$ cat src/rtl/gsim_residual_check.sv
// gsim_residual_check: snoops a GSIM b/x frame, recomputes the 16-row banded residual
// and reports the largest |r|, its first row, and a pass flag against TOL.
module gsim_residual_check #(
    parameter logic [31:0] TOL = 32'h0000_0400
) (
    input  logic        clk,
    input  logic        reset,
    input  logic        in_en,
    input  logic [15:0] b_in,
    input  logic        out_valid,
    input  logic [31:0] x_out,
    output logic        done,
    output logic        pass,
    output logic [31:0] max_abs,
    output logic [3:0]  worst_idx
);
    typedef enum logic [1:0] {LOAD_B, LOAD_X, CALC, REPORT} state_t;
    state_t             r_state;
    logic        [15:0] r_b [16];
    logic signed [31:0] r_x [16];
    logic        [3:0]  r_bi, r_xi, r_s1_idx, r_widx, r_worst;
    logic        [4:0]  r_ci;
    logic               r_s1_vld, r_done, r_pass;
    logic signed [38:0] r_res;
    logic        [38:0] r_max;
    logic        [31:0] r_max_abs;
    logic        [4:0]  w_n [7];
    logic signed [38:0] w_nb [7];
    logic signed [38:0] w_c1, w_c2, w_c3, w_lhs, w_res;
    logic        [38:0] w_abs;
    logic               w_abort, w_xwe;
    logic        [3:0]  w_bwa;
    // Neighbour index wraps above 15 when out of range, so bit 4 flags a zero tap.
    always_comb begin
        for (int k = 0; k < 7; k++) begin
            w_n[k]  = 5'(r_ci[3:0]) + 5'(k) - 5'd3;
            w_nb[k] = w_n[k][4] ? '0 : 39'(r_x[w_n[k][3:0]]);
        end
    end
    assign w_c1  = w_nb[2] + w_nb[4];
    assign w_c2  = w_nb[1] + w_nb[5];
    assign w_c3  = w_nb[0] + w_nb[6];
    assign w_lhs = (w_nb[3] <<< 4) + (w_nb[3] <<< 2) - ((w_c1 <<< 3) + (w_c1 <<< 2) + w_c1)
                 + (w_c2 <<< 2) + (w_c2 <<< 1) - w_c3;
    assign w_res = {{7{r_b[r_ci[3:0]][15]}}, r_b[r_ci[3:0]], 16'd0} - w_lhs;
    assign w_abs = r_res[38] ? -r_res : r_res;
    assign w_abort = in_en && r_state != LOAD_B;
    assign w_xwe   = out_valid && !in_en && r_state == LOAD_X;
    assign w_bwa   = w_abort ? 4'd0 : r_bi;
    always_ff @(posedge clk) begin
        if (in_en) r_b[w_bwa] <= b_in;
        if (w_xwe) r_x[r_xi] <= x_out;
    end
    always_ff @(posedge clk or negedge reset) begin
        if (!reset) begin
            r_state   <= LOAD_B;
            r_bi      <= '0;
            r_xi      <= '0;
            r_ci      <= '0;
            r_s1_vld  <= 1'b0;
            r_s1_idx  <= '0;
            r_res     <= '0;
            r_max     <= '0;
            r_widx    <= '0;
            r_done    <= 1'b0;
            r_pass    <= 1'b0;
            r_max_abs <= '0;
            r_worst   <= '0;
        end else begin
            r_done   <= 1'b0;
            r_s1_vld <= r_state == CALC && !r_ci[4];
            r_s1_idx <= r_ci[3:0];
            r_res    <= w_res;
            if (r_state == CALC && !r_ci[4]) r_ci <= r_ci + 5'd1;
            if (r_s1_vld && w_abs > r_max) begin
                r_max  <= w_abs;
                r_widx <= r_s1_idx;
            end
            if (w_abort) begin
                r_state <= LOAD_B;
                r_bi    <= 4'd1;
                r_xi    <= 4'd0;
            end else if (r_state == LOAD_B) begin
                if (in_en) begin
                    r_bi <= r_bi + 4'd1;
                    if (r_bi == 4'd15) r_state <= LOAD_X;
                end
            end else if (r_state == LOAD_X) begin
                if (out_valid) begin
                    r_xi <= r_xi + 4'd1;
                    if (r_xi == 4'd15) begin
                        r_state <= CALC;
                        r_ci    <= '0;
                        r_max   <= '0;
                        r_widx  <= '0;
                    end
                end
            end else if (r_state == CALC) begin
                if (r_s1_vld && r_s1_idx == 4'd15) r_state <= REPORT;
            end else begin
                r_max_abs <= |r_max[38:31] ? 32'h7FFF_FFFF : r_max[31:0];
                r_worst   <= r_widx;
                r_pass    <= r_max <= {7'd0, TOL};
                r_done    <= 1'b1;
                r_state   <= LOAD_B;
                r_bi      <= 4'd0;
                r_xi      <= 4'd0;
            end
        end
    end
    assign done      = r_done;
    assign pass      = r_pass;
    assign max_abs   = r_max_abs;
    assign worst_idx = r_worst;
endmodule

$ cat config.mk
export PLATFORM = sky130hd
export DESIGN_NAME = gsim_residual_check
export DESIGN_NICKNAME = d
export VERILOG_FILES = /design/src/rtl/gsim_residual_check.sv
export SDC_FILE = /design/constraint.sdc
export NUM_CORES = 2
export LEC_CHECK = 0
export CAP_MARGIN = 20
export CELL_PAD_IN_SITES_DETAIL_PLACEMENT = 0
export CELL_PAD_IN_SITES_GLOBAL_PLACEMENT = 1
export CORE_MARGIN = 1
export CORE_UTILIZATION = 30
export DETAILED_ROUTE_END_ITERATION = 8
export HOLD_SLACK_MARGIN = 0.05
export PLACE_DENSITY = 0.5
export SLEW_MARGIN = 20
export SYNTH_ARGS = -nofsm -noshare
export SYNTH_HDL_FRONTEND = slang
export SYNTH_SLANG_ARGS = --single-unit
$ cat constraint.sdc
create_clock -name clk -period 13.8 [get_ports clk]
set_clock_uncertainty 0.2 [all_clocks]
set_input_delay 3.45 -clock clk [delete_from_list [all_inputs] [get_ports clk]]
set_output_delay 3.45 -clock clk [all_outputs]
set_load 0.01 [all_outputs]
==> impl_summary.txt <==
----------------------------------------------------
[Cells and area]
  Area delta synth->final ... 13.0%
  Number of filler instances in the final layout ... 20399
  Area of the multi-input gates ... 34600 um^2
  Final core utilization ... 34.2%
  Final cell area excluding filler cells ... 71700 um^2
  Register area ... 26600 um^2
  Fraction of final layout cells with drive strength greater than 1 ... 24.1%
  NumNets Final ... 4899

[Logic synthesis]
  Portion of the post-synthesis area used by sequential elements ... 41.9%
  Most used standard cells in the synthesized netlist ... sky130_fd_sc_hd__edfxtp_1 (768), sky130_fd_sc_hd__mux4_2 (704), sky130_fd_sc_hd__inv_1 (414)
  Synthesized area per cell ... 14.5 um^2
  Async SR Flop Fraction ... 15.4%
  Post-synthesis cell area ... 63400 um^2
  Post-synth cell types ... 68
  EDFF count, synth ... 768
  Ranking of synthesized cells by area ... sky130_fd_sc_hd__edfxtp_1 (36%), sky130_fd_sc_hd__mux4_2 (25%), sky130_fd_sc_hd__fa_1 (8.2%)
  Portion of synthesized cell area occupied by the leading cell type ... 36.4%
  FF+latch count, synth ... 908
  Yosys Warn Count ... 0
  Mapped Cells ... 4375
  Most frequent cell after synthesis ... sky130_fd_sc_hd__edfxtp_1
  Number of nets produced by synthesis ... 4873
  Main flop type after synthesis ... sky130_fd_sc_hd__edfxtp_1
  Leading area contributor after synthesis ... sky130_fd_sc_hd__edfxtp_1

[Floorplan]
  Area inside the core boundary ... 210000 um^2
  Die ar. ... 213000 um^2
  Starting utilization of the core area ... 30.2%
  Cell row count ... 168
  Die Y ... 462 um
  Num ports ... 90
  Floorplan die width ... 462 um

[Place]
  Area post-placement ... 68000 um^2
  Count of input and output buffers ... 89
  Half-perimeter wire length after placement ... 146000 um
  Final RePlAce weighted congestion ... 0.829

[Clocking]
  Number of buffers inserted by hold repair at cts ... 0
  Clk pin slew, worst setup/hold paths ... 0.06 ns
  CTS Buf Count ... 109
  Clk Tree Root Cell ... sky130_fd_sc_hd__clkbuf_16
  Number of levels in the clock H-tree ... 3
  Number of sinks handled by clock tree synthesis ... 908
  Clock tree from TritonCTS ... yes
  Clock Latency Late Sink ... 0.81 ns
  Post-cts resize count ... 0
  Clock Path Buffers ... 3
  Number of buffers added for setup after CTS ... 0

[Critical path]
  Slowest library cell on the worst path ... sky130_fd_sc_hd__a2111oi_0
  Startpoint-to-endpoint class of the critical path ... reg -> reg
  Buf+Inv Stages, Crit Path ... 9
  Largest delay contributor family on the critical path ... adder cells
  Worst EP arrival ... 12.80 ns
  Worst path max stage delay ... 0.88 ns
  Kind of start point of the critical path ... register
  Worst-path maximum fanout ... 36
  Required time at the worst-slack endpoint ... 14.27 ns
  Capturing element type of the critical path ... register

[Timing]
  Finish-stage setup viols ... 0
  Worst slew slack as a fraction of its limit ... 30.5%
  Hold Fails Final Rpt ... 0
  Final worst path period share ... 89.3%
  Final critical delay including setup and external delays ... 12.33 ns
  Setup total negative slack ... 0 ns
  Measured slew at the worst slew-check pin ... 1.04 ns
  Number of max-slew violations in the final report ... 0
  Worst Hold Margin ... 0.296 ns
  RSZ-0062 raised after global routing ... no
  Highest Clock Rate ... 81.1 MHz

[GRT]
  Wire length of the first global-routing pass ... 305000 um
  Pin count of the biggest net entering global routing ... 134
  Global route total overflow ... 0
  Via count of the first global-routing pass ... 40416
  Total global routing track utilization ... 20.0%
  Initial antenna violation count ... 7

[Power and ir drop]
  Pwr/cell area ... 87.5 nW/um^2
  IR Drop Worst-Case VDD ... 0.0000998 V
  Total power ... 6.27 mW
  LEAKAGE ... 25.8 nW

[Routing]
  Detailed-route wire length ... 212000 um
  Remaining DRCs ... 0
  Routed length per instance ... 29.1 um
  Vias ... 40117
  Number of routed nets with antenna violations ... 0
  Number of search-and-repair iterations in the first detailed-routing pass ... 5
  Initial DRC count ... 3274
  Via density per instance ... 5.50

[Status]
  Outcome ... finished, final reports clean

[Hold path]
  Worst hold path type ... reg -> reg

[Job]
  Maximum Capacitance Violations ... 0

----------------------------------------------------
layout by cell type, fill, tap and decap left out, drive strengths merged, types with 39 or more instances in the layout:
cell           netlist  routed
edfxtp             768     768
mux4               704     704
inv                414     419
fa                 259     259
nand2              232     232
ha                 187     187
a211oi             151     151
nor2b              145     145
dfrtp              140     140
mux2i              136     136
clkbuf             176     129
xnor2              125     125
buf                102     105
a21oi              103     103
nor2                89      89
clkdlybuf4s50        0      88
o21ai               84      84
nand3               69      69
a21o                68      68
clkinv               1      58
xor2                43      43
o211ai              41      41
mux2                39      39
cell families after synthesis:
group	Yosys count	synth area share [%]
fa+ha+maj	453	12.0
buf+inv	693	4.19
xor+xnor	168	2.32
flops	908	41.9
simple gates	671	5.24
compound gates	603	6.58
mux	879	27.8
layout make-up:
cell class	count	share of cell area [%]
flip-flops and latches	908	37.1
clock inverters	74	1.04
repair buffers	193	2.50
inverters	415	2.18
multi-input cells	2774	48.3
diodes	2	0.00698
clock buffers	129	4.00
well taps	2805	4.90
stage by stage:
step	instances	worst slack, ns
2_1_floorplan	4375	1.78
3_3_place_gp	7094	1.61
3_5_place_dp	7095	1.57
4_1_cts	7298	1.47
5_1_grt	7300	0.842
6_report	7300	1.47
final timing paths:
path | startpoint | to | slack [ns] | depth (start not counted)
worst max-delay path | r_ci[1] | r_res[37] | 1.47 | 40
worst min-delay path | r_ci[4] | r_ci[4] | 0.30 | 2
worst max register to register | r_ci[1] | r_res[37] | 1.47 | 40
worst min register to register | r_ci[4] | r_ci[4] | 0.30 | 2
max in group asynchronous | reset | r_res[32] | 9.47 | 2
min in group asynchronous | reset | worst_idx[1] | 2.46 | 1
sequential cells by signal (all words and copies together), names as in the netlist:
| signal | cells |
|---|---|
| r_xi | 4 |
| r_widx | 4 |
| r_s1_vld | 1 |
| r_bi | 4 |
| r_x | 512 |
| worst_idx | 4 |
| r_res | 39 |
| r_ci | 5 |
| r_b | 256 |
| max_abs | 32 |
| done | 1 |
| r_max | 39 |
| r_s1_idx | 4 |
| r_state | 2 |
| pass | 1 |
worst reg2reg max path: cells and delay by family, from the launching register on:
kind,cells,cell delay [ns]
compound gates,13,3.18
xor+xnor,4,1.20
fa+ha+maj,8,3.35
buf+inv,9,1.73
flops,1,0.83
mux,1,0.52
simple gates,5,1.20
metal layers:
metal  global-route usage [%]  share of wire [%]  vias to the layer above
li1                         -                  -                    17096
met1                     28.3                 45                    21488
met2                     32.1                 47                     1289
met3                     2.87                5.2                      244
met4                     4.87                2.3                        0
met5                        0                  0                        -
power breakdown:
| part | total, mW | leakage [nW] | switching [mW] | internal, mW |
|---|---|---|---|---|
| logic | 0.281 | 15.6 | 0.181 | 0.0996 |
| registers | 3.08 | 8.37 | 0.0376 | 3.04 |
| clock network | 2.91 | 1.75 | 1.27 | 1.64 |
| total | 6.27 | 25.8 | 1.48 | 4.78 |
No activity file was read; power rests on OpenSTA's default activity.
